--- src/rtl/muldiv_pkg.sv ---
// Shared definitions for the iterative RV32M multiply/divide unit.
package muldiv_pkg;

  localparam logic [2:0] MD_MUL    = 3'b000;
  localparam logic [2:0] MD_MULH   = 3'b001;
  localparam logic [2:0] MD_MULHSU = 3'b010;
  localparam logic [2:0] MD_MULHU  = 3'b011;
  localparam logic [2:0] MD_DIV    = 3'b100;
  localparam logic [2:0] MD_DIVU   = 3'b101;
  localparam logic [2:0] MD_REM    = 3'b110;
  localparam logic [2:0] MD_REMU   = 3'b111;

  typedef enum logic [1:0] {
    IDLE = 2'd0,
    BUSY = 2'd1,
    DONE = 2'd2
  } md_state_e;

  function automatic logic is_div(input logic [2:0] op);
    return op[2];
  endfunction

  function automatic logic op_a_signed(input logic [2:0] op);
    logic s;
    case (op)
      MD_MUL, MD_MULH, MD_MULHSU, MD_DIV, MD_REM: s = 1'b1;
      MD_MULHU, MD_DIVU, MD_REMU:                 s = 1'b0;
      default:                                    s = 1'b0;
    endcase
    return s;
  endfunction

  function automatic logic op_b_signed(input logic [2:0] op);
    return (op == MD_MUL) || (op == MD_MULH) || (op == MD_DIV) || (op == MD_REM);
  endfunction

endpackage

--- src/rtl/muldiv_iter.sv ---
// One iteration of the shift-add multiply or restoring divide, purely combinational.
// acc_i holds {hi, lo}: product/multiplier for MUL, remainder/quotient for DIV.
module muldiv_iter #(
  parameter int WIDTH = 32
) (
  input  logic                 div_i,
  input  logic [2*WIDTH-1:0]   acc_i,
  input  logic [WIDTH-1:0]     opb_i,
  output logic [2*WIDTH-1:0]   acc_o
);

  logic [WIDTH-1:0] hi;
  logic [WIDTH-1:0] lo;
  logic [WIDTH:0]   sum;
  logic [WIDTH:0]   r_sh;
  logic             ge;
  logic [WIDTH-1:0] r_sub;

  assign hi    = acc_i[2*WIDTH-1:WIDTH];
  assign lo    = acc_i[WIDTH-1:0];
  assign sum   = {1'b0, hi} + (lo[0] ? {1'b0, opb_i} : '0);
  assign r_sh  = {hi, lo[WIDTH-1]};
  assign ge    = (r_sh >= {1'b0, opb_i});
  // True difference is below the divisor, so the low WIDTH bits are exact.
  assign r_sub = r_sh[WIDTH-1:0] - opb_i;

  always_comb begin
    acc_o = {sum, lo[WIDTH-1:1]};
    if (div_i) begin
      acc_o = {(ge ? r_sub : r_sh[WIDTH-1:0]), lo[WIDTH-2:0], ge};
    end
  end

endmodule

--- src/rtl/muldiv_unit.sv ---
// Iterative RV32M multiply/divide unit with valid/ready handshake and flush kill.
// Optional MULDIV_EARLY_OUT_EN: corner cases and zero-operand multiplies skip BUSY.
module muldiv_unit
  import muldiv_pkg::*;
#(
  parameter  int WIDTH = 32,
  localparam int CNT_W = $clog2(WIDTH) + 1
) (
  input  logic             clk,
  input  logic             reset_n,
  input  logic             kill,
  input  logic             in_valid,
  output logic             in_ready,
  input  logic [2:0]       op,
  input  logic [WIDTH-1:0] rs1,
  input  logic [WIDTH-1:0] rs2,
  output logic             out_valid,
  input  logic             out_ready,
  output logic [WIDTH-1:0] result
);

  localparam logic [CNT_W-1:0] CNT_LAST = CNT_W'(WIDTH - 1);

  md_state_e          state_q, state_d;
  logic [CNT_W-1:0]   cnt_q, cnt_d;
  logic [2*WIDTH-1:0] acc_q, acc_d, acc_nxt;
  logic [WIDTH-1:0]   opb_q, opb_d;
  logic [WIDTH-1:0]   result_q, result_d;
  logic [2:0]         op_q, op_d;
  logic               sa_q, sa_d, sb_q, sb_d, dz_q, dz_d;

  logic               sa_in, sb_in, dz_in;
  logic [WIDTH-1:0]   a_mag_in, b_mag_in;
  logic [2*WIDTH-1:0] prod_s;
  logic [WIDTH-1:0]   quo, rem, fin_res;

  assign sa_in    = op_a_signed(op) & rs1[WIDTH-1];
  assign sb_in    = op_b_signed(op) & rs2[WIDTH-1];
  assign a_mag_in = sa_in ? -rs1 : rs1;
  assign b_mag_in = sb_in ? -rs2 : rs2;
  assign dz_in    = is_div(op) && (rs2 == '0);

`ifdef MULDIV_EARLY_OUT_EN
  logic             ovf_in, early_in;
  logic [WIDTH-1:0] early_res;

  assign ovf_in   = is_div(op) && op_a_signed(op) &&
                    (rs1 == {1'b1, {(WIDTH-1){1'b0}}}) && (&rs2);
  assign early_in = dz_in || ovf_in || (!is_div(op) && ((rs1 == '0) || (rs2 == '0)));

  always_comb begin
    early_res = '0;
    if (dz_in) begin
      early_res = op[1] ? rs1 : '1;
    end else if (ovf_in) begin
      early_res = op[1] ? '0 : rs1;
    end
  end
`endif

  muldiv_iter #(.WIDTH(WIDTH)) u_iter (
    .div_i (is_div(op_q)),
    .acc_i (acc_q),
    .opb_i (opb_q),
    .acc_o (acc_nxt)
  );

  assign prod_s = (sa_q ^ sb_q) ? -acc_nxt : acc_nxt;
  assign quo    = acc_nxt[WIDTH-1:0];
  assign rem    = acc_nxt[2*WIDTH-1:WIDTH];

  // Signed overflow needs no substitution: |min|/1 with equal signs already yields rs1, rem 0.
  always_comb begin
    fin_res = '0;
    if (is_div(op_q)) begin
      if (op_q[1])    fin_res = sa_q ? -rem : rem;
      else if (dz_q)  fin_res = '1;
      else            fin_res = (sa_q ^ sb_q) ? -quo : quo;
    end else if (op_q == MD_MUL) begin
      fin_res = prod_s[WIDTH-1:0];
    end else begin
      fin_res = prod_s[2*WIDTH-1:WIDTH];
    end
  end

  always_comb begin
    state_d  = state_q;
    cnt_d    = cnt_q;
    acc_d    = acc_q;
    opb_d    = opb_q;
    op_d     = op_q;
    sa_d     = sa_q;
    sb_d     = sb_q;
    dz_d     = dz_q;
    result_d = result_q;
    case (state_q)
      IDLE: begin
        if (in_valid && !kill) begin
          op_d    = op;
          opb_d   = b_mag_in;
          acc_d   = {{WIDTH{1'b0}}, a_mag_in};
          sa_d    = sa_in;
          sb_d    = sb_in;
          dz_d    = dz_in;
          cnt_d   = '0;
          state_d = BUSY;
`ifdef MULDIV_EARLY_OUT_EN
          if (early_in) begin
            state_d  = DONE;
            result_d = early_res;
          end
`endif
        end
      end
      BUSY: begin
        acc_d = acc_nxt;
        cnt_d = cnt_q + 1'b1;
        if (cnt_q == CNT_LAST) begin
          state_d  = DONE;
          result_d = fin_res;
        end
      end
      DONE: begin
        if (out_ready) state_d = IDLE;
      end
      default: state_d = IDLE;
    endcase
    if (kill) begin
      state_d  = IDLE;
      result_d = result_q;
    end
  end

  always_ff @(posedge clk) begin
    if (!reset_n) begin
      state_q  <= IDLE;
      cnt_q    <= '0;
      acc_q    <= '0;
      opb_q    <= '0;
      op_q     <= '0;
      sa_q     <= 1'b0;
      sb_q     <= 1'b0;
      dz_q     <= 1'b0;
      result_q <= '0;
    end else begin
      state_q  <= state_d;
      cnt_q    <= cnt_d;
      acc_q    <= acc_d;
      opb_q    <= opb_d;
      op_q     <= op_d;
      sa_q     <= sa_d;
      sb_q     <= sb_d;
      dz_q     <= dz_d;
      result_q <= result_d;
    end
  end

  assign in_ready  = (state_q == IDLE);
  assign out_valid = (state_q == DONE);
  assign result    = result_q;

endmodule

--- config.mk ---
export PLATFORM = sky130hd
export DESIGN_NAME = muldiv_unit
export DESIGN_NICKNAME = d
export VERILOG_FILES = /design/src/rtl/muldiv_pkg.sv /design/src/rtl/muldiv_iter.sv /design/src/rtl/muldiv_unit.sv
export SDC_FILE = /design/constraint.sdc
export NUM_CORES = 1
export LEC_CHECK = 0
export ABC_AREA = 1
export CAP_MARGIN = 20
export CORE_MARGIN = 3
export CORE_UTILIZATION = 60
export DETAILED_ROUTE_END_ITERATION = 8
export GPL_TIMING_DRIVEN = 0
export PLACE_DENSITY = 0.91
export SETUP_SLACK_MARGIN = 0.4
export SYNTH_ARGS = -nofsm -noshare
export SYNTH_HDL_FRONTEND = slang
export SYNTH_HIERARCHICAL = 1
export SYNTH_SLANG_ARGS = --single-unit
export TNS_END_PERCENT = 50
--- constraint.sdc ---
create_clock -name clk -period 5.1 [get_ports clk]
set_clock_uncertainty 0.2 [all_clocks]
set_input_delay 1.02 -clock clk [delete_from_list [all_inputs] [get_ports clk]]
set_output_delay 1.02 -clock clk [all_outputs]
set_load 0.02 [all_outputs]
### Word level (Yosys, flattened, before mapping)

Memories as Yosys holds them, arrays and structs flattened.
Index checks and enable logic that the tools add are counted.

| word-level totals | value |
|---|---|
| register bits | 142 |
| latch bits | 0 |
| bits in writable memories | 0 |
| ROM bits | 8 |
| output and inout bits | 34 |
| memories | 1 |

| cells by class | value |
|---|---|
| add/sub/neg operators | 8 |
| multipliers | 0 |
| div/mod/pow operators | 0 |
| order comparisons | 1 |
| equal/unequal tests | 9 |
| shifts and indexed selects | 0 |
| multiplexer cells | 20 |
| bitwise logic cells | 5 |
| reduce and logical (&&, ||, !) cells | 16 |

Memories:

| name | depth | width | read ports | clocked after Yosys merged registers in | write ports | line | RTL |
|---|---|---|---|---|---|---|---|
| (name not given) | 8 | 1 | 1 | 0 | 0 | muldiv_pkg.sv:25 | `case (op)` |

Operator list:

| operator | number |
|---|---|
| $mux W32 | 10 |
| $mux W64 | 3 |
| $neg A32 Y32 | 4 |
| $pmux W64 S2 | 1 |
| $neg A64 Y64 | 1 |
| $add A32 B33 Y33 | 1 |
| $ge A33 B32 Y1 | 1 |
| $logic_not A32 Y1 | 1 |
| $sub A32 B32 Y32 | 1 |
| $pmux W6 S2 | 1 |
| $add A6 B1 Y6 const B | 1 |
| $eq A3 B3 Y1 const B | 2 |
| $eq A6 B5 Y1 const B | 1 |
| $logic_not A3 Y1 | 2 |
| $mux W2 | 3 |
| $mux W6 | 1 |
| $pmux W2 S3 | 1 |
| $reduce_and A3 Y1 | 2 |
| $ne A2 B1 Y1 const B | 2 |
| $reduce_and A2 Y1 | 2 |
| $eq A3 B1 Y1 const B | 1 |
| $logic_or A1 B1 Y1 | 3 |
| $and A1 B1 Y1 | 2 |
| $eq A2 B1 Y1 const B | 1 |
| 9 further kinds | 11 |

### Longest topological paths before layout

Gate-level depths: netlist of run 1.

| depth | value |
|---|---|
| depth in word-level cells | 8 |
| gate-level depth with buffers | 31 |

### Cells and area by module

Netlist of run 1, hierarchy kept.

Modules (own cells, without submodules):

| module | times used | cells an instance | area each (sq um) | seq. area each (sq um) |
|---|---|---|---|---|
| muldiv_unit | 1 | 1919 | 10953.0 | 2842.7 |
| muldiv_iter | 1 | 1274 | 6195.9 | 0.0 |

### Worst setup path before layout of run 1

No wires, ideal clock.

| timing | value |
|---|---|
| path kind | reg2reg |
| from | register acc_q[0] |
| to | register result_q[23], in the netlist result[23] |
| arrival | 3.402 ns |
| required time | 4.783 ns |
| setup slack | 1.381 ns |
| stages on the path, launching flop included | 27 |
| path buffers | 2 |
| path through | dfxtp_1 -> clkbuf_1 -> clkbuf_1 -> nand2_1 -> inv_1 -> ha_1 -> fa_1 -> nand2_1 -> nand2_1 -> and2_1 -> a21oi_1 -> inv_1 -> or2_2 -> nand3_1 -> nand2_1 -> nor2_1 -> nand2_1 -> nor2_1 -> nand2_1 -> nand2_1 -> o21ai_1 -> a21oi_1 -> o21ai_0 -> nand3_1 -> nand2_1 -> nor2_1 -> nor2_1 |

| on the way | value |
|---|---|
| longest elaborated chain between the ends | 7 |
| elaborated cells between the ends (all ways) | 13 |
| classes of those cells | 4 x add/sub; 9 x mux |

RTL lines:

| element | line | RTL |
|---|---|---|
| start, declared | muldiv_unit.sv:26 | `logic [2*WIDTH-1:0] acc_q, acc_d, acc_nxt;` |
| start signal, assigned | muldiv_unit.sv:138 | `acc_q <= '0;` |
| start signal, assigned | muldiv_unit.sv:148 | `acc_q <= acc_d;` |
| $mux W32 * | muldiv_iter.sv:21 | `assign sum = {1'b0, hi} + (lo[0] ? {1'b0, opb_i} : '0);` |
| $add A32 B33 Y33 * | muldiv_iter.sv:21 |  |
| $mux W64 * | muldiv_iter.sv:29 | `if (div_i) begin` |
| named net acc_nxt[39] | muldiv_unit.sv:26 |  |
| $neg A64 Y64 or $neg A32 Y32 (tied branches) | muldiv_unit.sv:68, muldiv_unit.sv:76 |  |
| $mux W64 or $mux W32 (tied branches) | muldiv_unit.sv:68, muldiv_unit.sv:76 |  |
| $mux W32 (on tied branches) | muldiv_unit.sv:79, muldiv_unit.sv:76 |  |
| $mux W32 * | muldiv_unit.sv:75 | `if (is_div(op_q)) begin` |
| end signal, assigned | muldiv_unit.sv:154 | `result_q <= result_d;` |
| end, declared | muldiv_unit.sv:28 | `logic [WIDTH-1:0] result_q, result_d;` |

Mark *: on every way through the listed nets, which the timed path passes. The rest lies on a longest branch.
A chain may end at the register's enable or synchronous reset.

### Worst setup path in the final report of run 1

| timing | value |
|---|---|
| from | register opb_q[20] |
| to | register result_q[28], in the netlist result[28] |

| on the way | value |
|---|---|
| longest elaborated chain between the ends | 7 |
| elaborated cells between the ends (all ways) | 16 |
| classes of those cells | 5 x add/sub; 1 x order compare; 10 x mux |

RTL lines:

| element | line | RTL |
|---|---|---|
| start, declared | muldiv_unit.sv:27 | `logic [WIDTH-1:0] opb_q, opb_d;` |
| start signal, assigned | muldiv_unit.sv:149 | `opb_q <= opb_d;` |
| $ge A33 B32 Y1 * | muldiv_iter.sv:23 | `assign ge = (r_sh >= {1'b0, opb_i});` |
| $mux W32 * | muldiv_iter.sv:30 | `acc_o = {(ge ? r_sub : r_sh[WIDTH-1:0]), lo[WIDTH-2:0], ge};` |
| $mux W64 * | muldiv_iter.sv:29 |  |
| named net acc_nxt[33] | muldiv_unit.sv:26 |  |
| $neg A64 Y64 or $neg A32 Y32 (tied branches) | muldiv_unit.sv:68, muldiv_unit.sv:76 |  |
| $mux W64 or $mux W32 (tied branches) | muldiv_unit.sv:68, muldiv_unit.sv:76 |  |
| $mux W32 (on tied branches) | muldiv_unit.sv:79, muldiv_unit.sv:76 |  |
| $mux W32 * | muldiv_unit.sv:75 |  |

Marks and branches as above.

==> results of run 1 <==
power groups by stage:
stage / combinational (mW) / sequential (mW) / clock, mW
5_1_grt: 1.72 / 1.20 / 1.29
6_report: 1.60 / 1.20 / 1.25
3_5_place_dp: 1.45 / 1.22 / 0
2_1_floorplan: 0.989 / 1.19 / 0
4_1_cts: 1.47 / 1.20 / 1.24
3_3_place_gp: 1.43 / 1.22 / 0
cell type report:
class                   count  share of cell area [%]
flip-flops and latches    142                    14.7
inverters                 438                    8.41
clock buffers              18                    2.24
clock inverters            14                   0.625
plain buffers             104                    2.66
well taps                 378                    2.41
diodes                      2                  0.0255
multi-input cells        2509                    63.3
repair buffers            113                    5.62
tightest hold or removal path, cell delays in order (launching register included):
cell and delay (ns):
dfxtp_1 0.31, nand2_1 0.06, a21oi_1 0.05
sequential cells by signal, summed over array words and instances (netlist names):
name and count:
sa_q 1, op_q 3, acc_q 64, sb_q 1, state_q 2, opb_q 32, dz_q 1, result 32
cnt_q 6
per-stage QoR:
stage / std cells / total power, mW / worst slack (ns) / hold slack, ns
3_3_place_gp: 3675 / 2.64 / -0.165 / 0.253
4_1_cts: 3708 / 3.90 / 0.381 / 0.268
6_report: 3718 / 4.06 / 0.379 / 0.263
3_5_place_dp: 3676 / 2.67 / -0.320 / 0.258
5_1_grt: 3716 / 4.21 / 0.280 / 0.290
2_1_floorplan: 3193 / 2.18 / 1.38 / 0.245
cells in the final DEF, fill, tap and decap left out, types with 26 or more instances in the layout:
master	instances
ha_1	61
nand2_1	1090
o21ai_0	168
a31oi_1	26
nand2_2	27
nor2_1	314
nand4_1	28
inv_1	420
clkbuf_1	53
a21oi_1	182
nand3b_1	39
clkdlybuf4s50_1	104
nand3_1	280
xnor2_1	27
xor2_1	27
nor2_2	34
buf_2	33
dfxtp_1	122
cell families (layout without fill, tap and decap cells):
group	count (synthesis)	count (layout)	share of synthesized area [%]
AND/OR/NAND/NOR	1917	1917	47.8
buffers and inverters	542	687	12.5
AO/OA/AOI/OAI	466	466	15.0
flip-flops	142	142	16.6
adder cells (fa/ha/maj)	71	71	5.27
XOR/XNOR	55	55	2.81
other	0	2	0
layer usage:
metal / wire length, microns / track usage, % / part of all wire (%) / vias up
met5: 23 / 0 / 0.031 / -
met4: 4520 / 23.6 / 6.1 / 4
met3: 11900 / 19.1 / 16 / 377
met2: 28700 / 65.8 / 39 / 1730
met1: 28900 / 60.4 / 39 / 10255
li1: - / - / - / 10483
how the worst max path moves through the flow:
stage	from	to	slack, ns
floorplan	acc_q[0]	result[23]	1.38
finish	opb_q[20]	result[28]	0.38
global placement	opb_q[5]	result[28]	-0.17
global route	opb_q[19]	result[28]	0.28
CTS	opb_q[19]	result[28]	0.38
detailed placement	opb_q[5]	result[28]	-0.32
what timing repair did:
action                     4_1_cts  5_1_grt
hold endpoints to repair         0        0
setup endpoints to repair       27       29
pin swaps                        0        8
buffers inserted                 0        8
resized for setup               28       93
==> results_dict.tcl, run 1 <==
set metrics [dict create \
    switching_share_pct 44.0 \
    drive_above_1_share_pct 8.06 \
    ys.flop_type "dfxtp_1" \
    fin_crit_sh_pct 92.6 \
    slew_violations 0 \
    nets 3468 \
    grt_max_degree 17 \
    combPwrFrac_pct 39.4 \
    start_kind "flip-flop" \
    syn_area_sq_um 17100 \
    synth-edff-count 0 \
    endpoint_kind "flip-flop" \
    placed_area_sq_um 18700 \
    max_stage_delay_ns 0.41 \
    gp_congestion 1.19 \
    fin_tns_setup_ns 0 \
    crit_slowest_cell "ha_2" \
    core_region_area_sq_um 28000 \
    vias_per_cell 6.15 \
    final-seq-area_sq_um 2880 \
    synth_common_cells "1,109 x nand2_1, 425 x inv_1, 331 x nor2_1" \
    dpl.hpwl_microns 59000 \
    hold_buffers 0 \
    r2r-start "opb_q[20]" \
    worstMarginPinSlew_ns 1.05 \
    setup_violations 0 \
    antenna_found_initial 3 \
    layout_min_cycle_time_ns 4.72 \
    intPower_mw 2.27 \
    cp.required_ns 5.25 \
    cts_buffers 17 \
    slew_headroom_pct 29.5 \
    powerDensity_nw_per_um2 207 \
    hold_class "reg2reg" \
    status "completed" \
    route.detailed.drc 0 \
    yosysSeqAreaShare_pct 16.6 \
    r2r-end "result[28]" \
    clockBufferDepth 2 \
    overflow 0 \
    ant_nets 0 \
    syn-instance-count 3193 \
    grt_pass1_vias 20575 \
    synth.distinct_cells 54 \
    synth.top_cell.area_share_pct 24.3 \
    routedWlPerCell_microns 19.9 \
    die_w_microns 175 \
    initial_core_util_pct 61.2 \
    cpMostUsedCell "nand2_1" \
    clock_latency_ns 0.47 \
    cp.depth 27 \
    fillers 2599 \
    finalHoldViolations 0 \
    wl_microns 74000 \
    ios 106 \
    grt_usage_pct 46.4 \
    p_leak_nw 9.76 \
    drt_pre_antenna_iters 9 \
    switchingPower_mw 1.78 \
    async_flop_share_pct 0 \
    yosys_register_bits 142 \
    clkPwrFrac_pct 30.9 \
    max_freq_mhz 212 \
    crit_buf_inv 5 \
    fin_area_sq_um 19600 \
    vdd_ir_drop_max_mv 0.217 \
    htreeDepth 4 \
    cap_violations 0 \
    cts_num_sinks 142 \
    cts_tree "yes" \
    drtIter0Drc 3109 \
    yosysMostFrequentCell "nand2_1" \
    crit_family "simple AND/OR/NAND/NOR gates" \
    rows 61 \
    die_height_microns 175 \
    avgSynthCellArea_sq_um 5.37 \
    cp.arrival_ns 4.87 \
    crit_path_max_fanout 10 \
    grt_setup_unrepaired "yes" \
    io_buffers 104 \
    min_path_cells 2 \
    die_area_sq_um 30600 \
    utilization_pct 70.1 \
    area_growth_pct 14.5 \
    yosysTopAreaCell "nand2_1" \
    cts-root-buf "clkbuf_16" \
    synth_area_leaders "nand2_1 24%, dfxtp_1 17%, inv_1 9.3%, nand3_1 8.3%, nor2_1 7.2%" \
    yosys_warnings 6 \
    min_to "result[19]" \
    num_vias 22849 \
    syn_nets 3336 \
    multi_input_area_sq_um 12400 \
    worst_r2r_path_depth 27 \
    critPathKind "reg2reg" \
    grt_pass1_wl_microns 112000 \
    clk_pin_slew_ns 0.07 \
    reg2reg_slack_ns 0.38 \
    hp-start "result[19]" \
    power_frac_seq_pct 29.7 \
]
(Power assumes the default switching activity.)
==> run 2: changes to the inputs <==
==> constraint.sdc (replaced) <==
create_clock -name clk -period 5.1 [get_ports clk]
set_clock_uncertainty 0.2 [all_clocks]
set_input_delay 0.765 -clock clk [delete_from_list [all_inputs] [get_ports clk]]
set_output_delay 0.765 -clock clk [all_outputs]
set_load 0.02 [all_outputs]
==> results of run 2 <==
Final layout, timing and power as in run 1 (identical DEF).
